## src/rtl/bcd_ctr_multi.sv

```systemverilog
// Multi-digit BCD up/down counter with clear, validated load,
// wrap or saturate at the limits, and terminal-count/overflow flags.
module bcd_ctr_multi #(
   parameter int DIGITS   = 4,
   parameter bit SATURATE = 1'b0
) (
   input  logic                  clk,
   input  logic                  reset,
   input  logic                  clear,
   input  logic                  load,
   input  logic [4*DIGITS-1:0]   load_val,
   input  logic                  en,
   input  logic                  up,
   output logic [4*DIGITS-1:0]   count,
   output logic                  tc,
   output logic                  ovf,
   output logic                  load_err
);

   localparam int W = 4 * DIGITS;

   logic [W-1:0]      count_q, count_d;
   logic              ovf_q, ovf_d;
   logic              err_q, err_d;
   logic [W-1:0]      step_v;
   logic [W-1:0]      clamp_v;
   logic [DIGITS:0]   carry;
   logic [DIGITS-1:0] bad;
   logic              limit;

   // carry[i] means every digit below i is at its limit (9 up, 0 down)
   assign carry[0] = 1'b1;

   for (genvar i = 0; i < DIGITS; i++) begin : g_dig
      logic [3:0] d, l, inc, dec;
      assign d   = count_q[4*i +: 4];
      assign l   = load_val[4*i +: 4];
      assign inc = (d == 4'd9) ? 4'd0 : d + 4'd1;
      assign dec = (d == 4'd0) ? 4'd9 : d - 4'd1;
      assign carry[i+1] = carry[i] & (up ? (d == 4'd9) : (d == 4'd0));
      assign step_v[4*i +: 4] = !carry[i] ? d : (up ? inc : dec);
      assign bad[i] = (l > 4'd9);
      assign clamp_v[4*i +: 4] = bad[i] ? 4'd9 : l;
   end

   assign limit = carry[DIGITS];

   always_comb begin
      count_d = count_q;
      ovf_d   = 1'b0;
      err_d   = 1'b0;
      priority case (1'b1)
         clear: count_d = '0;
         load: begin
            count_d = clamp_v;
            err_d   = |bad;
         end
         en: begin
            ovf_d = limit;
            if (!(SATURATE && limit)) count_d = step_v;
         end
         default: ;
      endcase
   end

   always_ff @(posedge clk or negedge reset) begin
      if (!reset) begin
         count_q <= '0;
         ovf_q   <= 1'b0;
         err_q   <= 1'b0;
      end else begin
         count_q <= count_d;
         ovf_q   <= ovf_d;
         err_q   <= err_d;
      end
   end

   assign count    = count_q;
   assign ovf      = ovf_q;
   assign load_err = err_q;
   assign tc       = en & limit;

endmodule

```

## config.mk

```make
export PLATFORM = sky130hd
export DESIGN_NAME = bcd_ctr_multi
export DESIGN_NICKNAME = d
export VERILOG_FILES = /design/src/rtl/bcd_ctr_multi.sv
export SDC_FILE = /design/constraint.sdc
export NUM_CORES = 1
export LEC_CHECK = 0
export ABC_AREA = 1
export BUFFER_PORTS_ARGS = -buffer_cell sky130_fd_sc_hd__buf_2
export CAP_MARGIN = 20
export CELL_PAD_IN_SITES_DETAIL_PLACEMENT = 2
export CELL_PAD_IN_SITES_GLOBAL_PLACEMENT = 2
export CORE_ASPECT_RATIO = 2
export CORE_MARGIN = 2
export CORE_UTILIZATION = 27
export CTS_CLUSTER_SIZE = 16
export DETAILED_ROUTE_END_ITERATION = 16
export PLACE_DENSITY_LB_ADDON = 0.1
export SYNTH_ARGS = -nofsm -noshare
export SYNTH_HDL_FRONTEND = slang
export SYNTH_SLANG_ARGS = --single-unit
```

## constraint.sdc

```tcl
create_clock -name clk -period 2.01 [get_ports clk]
set_input_delay 0.402 -clock clk [delete_from_list [all_inputs] [get_ports clk]]
set_output_delay 0.402 -clock clk [all_outputs]
set_load 0.03 [all_outputs]
```

==> impl_metrics.toml, run 1 <==
[status]
run_status = "finished clean"

[detailed_routing]
finalWirelength_microns = 6230
drc_errors = 0
dr_total_vias = 1925
drt_first_pass_iters = 3
wl_per_cell_microns = 16.4
routed_via_density = 5.07
drt_iter0_markers = 56
drtAntennaViolNets = 0

[yosys]
avgSynthCellArea_sq_um = 6.19
syn-cell-area_sq_um = 1650
synth_top_family_by_area = "simple AND/OR/NAND/NOR gates"
synthXorXnorAreaFrac_pct = 2.65
synth_compound_area_share_pct = 11.1
synth_most_common_cell = "nand2_1"
async_flop_share_pct = 100
synth_flop_cell = "dfrtp_1"
seq_area_frac_synth_pct = 27.3
synthAdderAreaFrac_pct = 2.27
synth.ff_latch_count = 18
synth_fp_nets = 292
synth.top_cells.by_count = "92 x nand2_1, 28 x nand3_1, 27 x nor2_1"
yosys.area.top_type = "dfrtp_1"
synthSimpleGateAreaFrac_pct = 47.6
ys_warn_count = 0
synth_top_area_share_pct = 27.3
synthDistinctLibCells = 27
synthCells = 267
synth_edf_count = 0
synthMuxAreaShare_pct = 0
synth.area.top_cells = "dfrtp_1 27%, nand2_1 21%, nand3_1 8.5%, nor2_1 6.1%, inv_1 5.7%"

[global_route]
grt_pass1_wl_microns = 10100
grt_busiest_layer = "met2"
gr-usage-met1_pct = 21.2
grt_max_degree = 19
gr-usage-met2_pct = 37.9
grt_usage_pct = 20.0
antenna_found_initial = 0
use_met3_pct = 1.58
grt_pass1_vias = 2097
grt_overflow = 0

[layout]
antenna_cells = 0
drive_gt1_share_pct = 29.7
fin_nets = 344
area_growth_pct = 30.1
final_cell_area_sq_um = 2150

[timing]
worstMarginPinSlew_ns = 0.468
slew_violations = 0
rsz0062_at_grt = "true"
finalSetupViolCount = 0
timing.fmax_mhz = 502
period_needed_ns = 1.99
setup_ws_ns = 0.0193
finalHoldViolCount = 0
post-route-period-util_pct = 99.0
relSlewSlack_pct = 68.8
fin_worst_skew_ns = 0.00218

[floorplanning]
num_rows = 40
die_x_microns = 59.3
fp.dieH_microns = 115
io_pins = 41
dieArea_sq_um = 6800
core_sq_um = 5960
start_util_pct = 27.7

[power_and_ir_drop]
total_leakage_power_nw = 1.20
p_switching_w = 0.000583
combPwrFrac_pct = 39.5
vdd_ir_drop_max_v = 0.000261
clkPwrFrac_pct = 28.4
p_seq_share_pct = 32.1
p_int_w = 0.000860
total_power_w = 0.00144
p_per_area_nw_per_um2 = 672
power_switching_share_pct = 40.4

[worst_setup_path]
worstSetupStartpointType = "flip-flop"
end_kind = "primary output"
crit_type = "flip-flop to primary output"
cp.arrival_ns = 1.59
crit_fanout = 4
crit_required_ns = 1.61

[cts]
clockBufferDepth = 2
clock_latency_ns = 0.26
cts_sinks = 18
ctsHoldBuffers = 0
cts-root-buf = "clkbuf_16"
htreeDepth = 1
numCtsBuffers = 3
cts.clk_slew.worst_paths_ns = 0.05
cts_tree = "yes"

[place]
place_congestion = 0.812
dp_slack_ns = 0.0904
portBuffers = 40
dp_hpwl_microns = 5060
placed_area_sq_um = 1960

[min_path]
hp-class = "input pin to asynchronous set/reset pin"

[job]
max_cap_violations = 0
[placed cells by master (no fill, tap or decap), types with 5 or more instances in the layout]
cell	count
a21oi_1	12
buf_2	39
buf_4	13
dfrtp_1	14
inv_1	23
inv_2	8
nand2_1	91
nand2_4	5
nand3_1	27
nor2_1	24
nor2_2	6
o21ai_0	14
o21ai_1	5
[per-layer routing]
layer / wire length, microns / up-vias
li1: - / 952
met1: 2280 / 943
met2: 3710 / 23
met3: 104 / 7
met4: 141 / 0
met5: 0 / -
[sequential cells by signal (all words and copies together), names as in the netlist]
| register | flops |
|---|---|
| count | 16 |
| load_err | 1 |
| ovf | 1 |
[worst max-delay path: stages (launching register included)]
cell     delay [ns]
dfrtp_1        0.39
inv_2          0.12
ha_4           0.15
nand3_4        0.09
nand2_4        0.09
nand3_4        0.09
nor2_8         0.11
nand2_4        0.06
nor2_4         0.09
buf_6          0.14
[power groups by stage]
stage / Clock (W) / Combinational [W] / Sequential, W
floorplan: 0 / 0.000294 / 0.000521
global placement: 0 / 0.000527 / 0.000461
detailed placement: 0 / 0.000538 / 0.000463
CTS: 0.000433 / 0.000569 / 0.000460
global route: 0.000433 / 0.000638 / 0.000472
finish: 0.000410 / 0.000570 / 0.000463
[what timing repair did]
action	in CTS	in global routing
buffers inserted	3	3
pin swaps	2	2
gates cloned	0	0
gates resized for setup	15	5
endpoints found under the setup margin	1	1
[kinds of logic after synthesis]
family | count (synthesis)
AND/OR/NAND/NOR | 168
buffers and inverters | 38
AO/OA/AOI/OAI | 35
flip-flops | 18
XOR/XNOR | 5
adder cells (fa/ha/maj) | 3
[metrics by stage]
step | cells | TNS (ns) | utilization (%) | hold slack, ns
detailed placement | 371 | 0 | 32.9 | 0.392
finish | 380 | 0 | 36.1 | 0.0940
floorplan | 267 | 0 | - | 0.106
global placement | 371 | 0 | 32.9 | 0.392
global route | 380 | -0.0449 | 36.1 | 0.123
CTS | 377 | 0 | 35.5 | 0.115
[final cells by class]
cell class | count | area [sq um]
multi-input combinational | 211 | 1110
clock buffer | 3 | 75.1
fill | 759 | 3810
tap | 63 | 78.8
timing repair buffer | 53 | 304
sequential | 18 | 455
inverter | 32 | 123
[worst paths after layout]
path | from | to | slack, ns | cells past startpoint
worst max-delay path | count[1] | tc | 0.02 | 9
worst min-delay path | reset | load_err | 0.09 | 1
worst max register to register | count[1] | count[11] | 0.38 | 11
worst min register to register | count[7] | count[7] | 0.58 | 2
max in group asynchronous | reset | count[3] | 1.57 | 1
min in group clk | en | count[3] | 0.50 | 4
Note: power is estimated with default switching activity, not from simulation.
==> run 2: changes to the inputs <==
--- a/config.mk
+++ b/config.mk
@@ -12,7 +12,7 @@
 export CELL_PAD_IN_SITES_GLOBAL_PLACEMENT = 2
 export CORE_ASPECT_RATIO = 2
 export CORE_MARGIN = 2
-export CORE_UTILIZATION = 27
+export CORE_UTILIZATION = 30
 export CTS_CLUSTER_SIZE = 16
 export DETAILED_ROUTE_END_ITERATION = 16
 export PLACE_DENSITY_LB_ADDON = 0.1
==> constraint.sdc (replaced) <==
create_clock -name clk -period 2.45 [get_ports clk]
set_input_delay 0.49 -clock clk [delete_from_list [all_inputs] [get_ports clk]]
set_output_delay 0.49 -clock clk [all_outputs]
set_load 0.03 [all_outputs]
==> run 2 against run 1 <==
Net effect: clock power is 47% lower; wire length fell by 6.1%; power down 30%; register-to-register slack improved by 0.43 ns; worst hold slack better by 0.077 ns; critical path depth unchanged; via count down 3.8%; cell area shrank 9.3%; core utilization increased by 0.21 points; largest cell class unchanged; highest routed layer unchanged.
==> impl_metrics.toml, run 2 (synthesized netlist as in run 1, its figures left out) <==
[detailed_routing]
drt_iter0_markers = 51
drtAntennaViolNets = 0
dr_total_vias = 1852
wl_per_cell_microns = 16.0
routed_via_density = 5.07
drc_errors = 0
finalWirelength_microns = 5850
drt_first_pass_iters = 4

[cts]
ctsHoldBuffers = 0
numCtsBuffers = 3
clockBufferDepth = 2
clock_latency_ns = 0.26
cts_resized = 0
htreeDepth = 1
cts.clk_slew.worst_paths_ns = 0.07
cts_tree = "yes"
cts_setup_buffers = 0
cts_sinks = 18
cts-root-buf = "clkbuf_8"

[timing]
finalHoldViolCount = 0
timing.fmax_mhz = 440
setup_tns_ns = 0
slew_violations = 0
relSlewSlack_pct = 67.4
finalSetupViolCount = 0
fin_worst_skew_ns = 0.00484
holdWs_ns = 0.171
period_needed_ns = 2.27
post-route-period-util_pct = 92.8
worstMarginPinSlew_ns = 0.488
rsz0062_at_grt = "false"

[worst_setup_path]
crit_slowest_cell = "dfrtp_1"
end_kind = "primary output"
r2r-end = "count[11]"
crit_required_ns = 1.96
critPathMaxStageDelay_ns = 0.43
crit_chain = "inv_2 -> ha_2 -> nand2_1 -> nand2_1 -> nand3_4 -> nor2_8 -> nand2_4 -> nor2_1 -> buf_2"
cp.arrival_ns = 1.78
crit_type = "flip-flop to primary output"
crit_fanout = 7
r2r_setup_slack_ns = 0.81
reg2reg_depth = 8
worstSetupStartpointType = "flip-flop"
path_common_cell = "nand2_1"
rr_startpoint = "count[0]"

[floorplanning]
die_x_microns = 56.5
start_util_pct = 30.7
core_sq_um = 5370
num_rows = 38
io_pins = 41
fp.dieH_microns = 109
dieArea_sq_um = 6150

[layout]
antenna_cells = 0
fillers = 700
layout_common_cells = "92 x nand2_1, 40 x buf_2, 28 x nand3_1"
fin_nets = 332
drive_gt1_share_pct = 23.6
final_common_cell = "nand2_1"
largest_reg_flops = 16
area_growth_pct = 18.0

[power_and_ir_drop]
p_per_area_nw_per_um2 = 520
total_leakage_power_nw = 1.12
vdd_ir_drop_max_v = 0.000243

[min_path]
hp-class = "input pin to asynchronous set/reset pin"

[global_route]
grt_overflow = 0
antenna_found_initial = 0
grt_pass1_wl_microns = 9670
grt_pass1_vias = 2009
grt_max_degree = 19
grt_usage_pct = 20.4

[place]
dp_hpwl_microns = 4880
portBuffers = 40
place_congestion = 0.863

[job]
max_cap_violations = 0

[status]
run_status = "finished clean"
-- run 2: cell count changes in the layout (fill, tap and decap cells not counted), moves of 2 or more --
cell,previous run,this run
dfrtp_1,14,18
nor2_4,3,1
dfrtp_2,4,0
nor2_1,24,27
clkbuf_16,3,0
ha_4,2,0
buf_4,13,1
clkbuf_8,0,3
-- run 2: worst max path at each step --
stage / slack (ns) / depth (start not counted) / startpoint / end
2_1_floorplan: 0.23 / 8 / count[0] / tc
3_3_place_gp: 0.45 / 9 / count[0] / tc
3_5_place_dp: 0.38 / 9 / count[0] / tc
4_1_cts: 0.08 / 9 / count[0] / tc
5_1_grt: 0.04 / 9 / count[0] / tc
6_report: 0.18 / 9 / count[0] / tc
-- run 2: final cells by class --
| type | count | area [sq um] | area share (%) |
|---|---|---|---|
| clock buffer | 3 | 41.3 | 2.12 |
| inverter | 32 | 123 | 6.29 |
| multi-input combinational | 211 | 1050 | 54.0 |
| sequential | 18 | 450 | 23.1 |
| tap | 60 | 75.1 | 3.85 |
| timing repair buffer | 41 | 208 | 10.7 |
-- run 2: worst max-delay path: cells and delay by family, from the launching register on --
family | cells | cell delay, ns
simple gates | 6 | 0.57
flops | 1 | 0.43
buf+inv | 2 | 0.30
fa+ha+maj | 1 | 0.22
-- run 2: metal layers --
layer | global-route usage (%) | share of wire [%] | up-vias | wire length [microns]
met5 | 0 | 0 | - | 0
met4 | 6.63 | 1.2 | 0 | 71
met3 | 1.42 | 1.4 | 4 | 82
met2 | 42.2 | 62 | 22 | 3640
met1 | 20.6 | 35 | 904 | 2060
li1 | - | - | 922 | -
-- run 2: metrics by stage --
stage	area, sq um	instances	utilization [%]	power, W	worst slack [ns]
final	1950	365	36.3	0.00101	0.177
after global routing	1950	365	36.3	0.00109	0.0412
after CTS	1950	365	36.2	0.00104	0.0780
after detailed placement	1910	362	35.5	0.000807	0.385
after global placement	1910	362	35.5	0.000795	0.448
after floorplan	1650	267	-	0.000668	0.231
-- run 2: report_power, final --
group / total (W) / leakage, nW / switching, W / internal [W]
Combinational: 0.000416 / 0.865 / 0.000284 / 0.000132
Sequential: 0.000378 / 0.234 / 0.0000521 / 0.000326
Clock: 0.000219 / 0.0216 / 0.000110 / 0.000110
Total: 0.00101 / 1.12 / 0.000446 / 0.000568
==> run 3: changes to the inputs <==
--- a/config.mk
+++ b/config.mk
@@ -12,7 +12,7 @@
 export CELL_PAD_IN_SITES_GLOBAL_PLACEMENT = 2
 export CORE_ASPECT_RATIO = 2
 export CORE_MARGIN = 2
-export CORE_UTILIZATION = 30
+export CORE_UTILIZATION = 25
 export CTS_CLUSTER_SIZE = 16
 export DETAILED_ROUTE_END_ITERATION = 16
 export PLACE_DENSITY_LB_ADDON = 0.1
==> constraint.sdc (replaced) <==
create_clock -name clk -period 2.05 [get_ports clk]
set_input_delay 0.41 -clock clk [delete_from_list [all_inputs] [get_ports clk]]
set_output_delay 0.41 -clock clk [all_outputs]
set_load 0.03 [all_outputs]
==> run 3 against run 2 <==
Net effect: cell area grew 15%; final cell count up 12%; critical path type unchanged; power rose by 45%; highest routed layer unchanged; critical endpoint unchanged.
==> impl_metrics.toml, run 3 (synthesized netlist as in run 1, its figures left out) <==
[cts]
cts.clk_slew.worst_paths_ns = 0.06
cts_sinks = 18
htreeDepth = 1
cts-root-buf = "clkbuf_16"
numCtsBuffers = 3
clock_latency_ns = 0.26
cts_tree = "yes"
clockBufferDepth = 2

[detailed_routing]
dr_total_vias = 1935
finalWirelength_microns = 6460
drtAntennaViolNets = 0
drt_first_pass_iters = 3
drt_iter0_markers = 66
wl_per_cell_microns = 15.8
drc_errors = 0
routed_via_density = 4.73

[place]
dp_slack_ns = 0.110
portBuffers = 40
place_congestion = 0.803
dp_hpwl_microns = 5090

[worst_setup_path]
crit_chain = "inv_2 -> ha_4 -> nand2_1 -> nand2_2 -> nand3_4 -> nor2_8 -> nand2_4 -> nor2_4 -> buf_6"
crit_required_ns = 1.64
reg2reg_depth = 12
critPathMaxStageDelay_ns = 0.40
cp.arrival_ns = 1.57
worstSetupStartpointType = "flip-flop"
r2r_setup_slack_ns = 0.34
cp-startpoint = "count[1]"
rr_startpoint = "count[1]"
crit_slowest_cell = "dfrtp_1"
crit_fanout = 3
crit_type = "flip-flop to primary output"
end_kind = "primary output"
r2r-end = "count[11]"
crit_path_end = "tc"

[power_and_ir_drop]
vdd_ir_drop_max_v = 0.000280
combPwrFrac_pct = 40.2
total_leakage_power_nw = 1.22
power_switching_share_pct = 41.0
p_seq_share_pct = 31.1
clkPwrFrac_pct = 28.7
p_int_w = 0.000865
p_switching_w = 0.000601
total_power_w = 0.00147
p_per_area_nw_per_um2 = 655

[layout]
fillers = 828
largest_reg_flops = 16
layout_common_cells = "91 x nand2_1, 39 x buf_2, 27 x nand3_1"
antenna_cells = 0
final_common_cell = "nand2_1"
drive_gt1_share_pct = 31.9
fin_nets = 350
area_growth_pct = 35.6
multiInputGateArea_sq_um = 1120
ff_latch_area_sq_um = 459

[timing]
period_needed_ns = 1.98
holdWs_ns = 0.108
finalSetupViolCount = 0
fin_worst_skew_ns = 0.00307
setup_ws_ns = 0.0664
relSlewSlack_pct = 66.6
post-route-period-util_pct = 96.8
slew_violations = 0
finalHoldViolCount = 0
worstMarginPinSlew_ns = 0.501
timing.fmax_mhz = 504

[job]
max_cap_violations = 0

[floorplanning]
dieArea_sq_um = 7310
core_sq_um = 6360
num_rows = 41
io_pins = 41
fp.dieH_microns = 119
die_x_microns = 61.5
start_util_pct = 26.0

[status]
run_status = "finished clean"

[global_route]
grt_max_degree = 19
grt_overflow = 0
grt_pass1_wl_microns = 10400
grt_pass1_vias = 2064
antenna_found_initial = 0
grt_usage_pct = 19.2

[min_path]
hp-class = "input pin to asynchronous set/reset pin"
[run 3: timing repair]
item	in CTS	in global routing
buffers inserted	5	7
pin swaps	3	7
resized for setup	12	14
setup endpoints to repair	1	1
hold buffers	0	0
[run 3: metal layers]
layer  vias up  share of wire, %  global-route usage, %
met1       946                36                   20.5
met4         0               1.9                   6.65
met3         8               1.4                   1.41
li1        959                 -                      -
met2        22                60                   36.5
met5         -                 0                      0
[run 3: worst min-delay path by stage]
stage	start	endpoint	slack, ns	depth (start not counted)
CTS	reset	load_err	0.13	1
floorplan	reset	count[0]	0.11	0
finish	reset	load_err	0.11	1
global route	reset	load_err	0.14	1
global placement	reset	load_err	0.41	1
detailed placement	reset	load_err	0.41	1
[run 3: power by group through the flow]
stage | logic (W) | clock network [W] | registers [W]
5_1_grt | 0.000661 | 0.000446 | 0.000466
3_3_place_gp | 0.000523 | 0 | 0.000451
6_report | 0.000590 | 0.000420 | 0.000456
4_1_cts | 0.000566 | 0.000436 | 0.000449
3_5_place_dp | 0.000536 | 0 | 0.000453
2_1_floorplan | 0.000288 | 0 | 0.000511
[run 3: area by class of cell]
class,count,share of cell area [%]
clock buffer,3,3.35
inverter,32,5.47
multi-input combinational,211,50.1
sequential,18,20.5
tap,86,4.80
timing repair buffer,59,15.8
[run 3: stage by stage]
stage / util [%] / instances / cell area, sq um / setup TNS [ns]
after global routing: 35.2 / 409 / 2240 / -0.00739
after detailed placement: 31.2 / 394 / 1990 / 0
after floorplan: - / 267 / 1650 / 0
after CTS: 33.7 / 402 / 2140 / 0
after global placement: 31.2 / 394 / 1990 / 0
final: 35.2 / 409 / 2240 / 0
[run 3: critical path: cells and delay by family (launching register included)]
| family | cells | cell delay, ns |
|---|---|---|
| buffers and inverters | 2 | 0.25 |
| adders and majority gates | 1 | 0.16 |
| DFF | 1 | 0.40 |
| and+or+nand+nor | 6 | 0.51 |
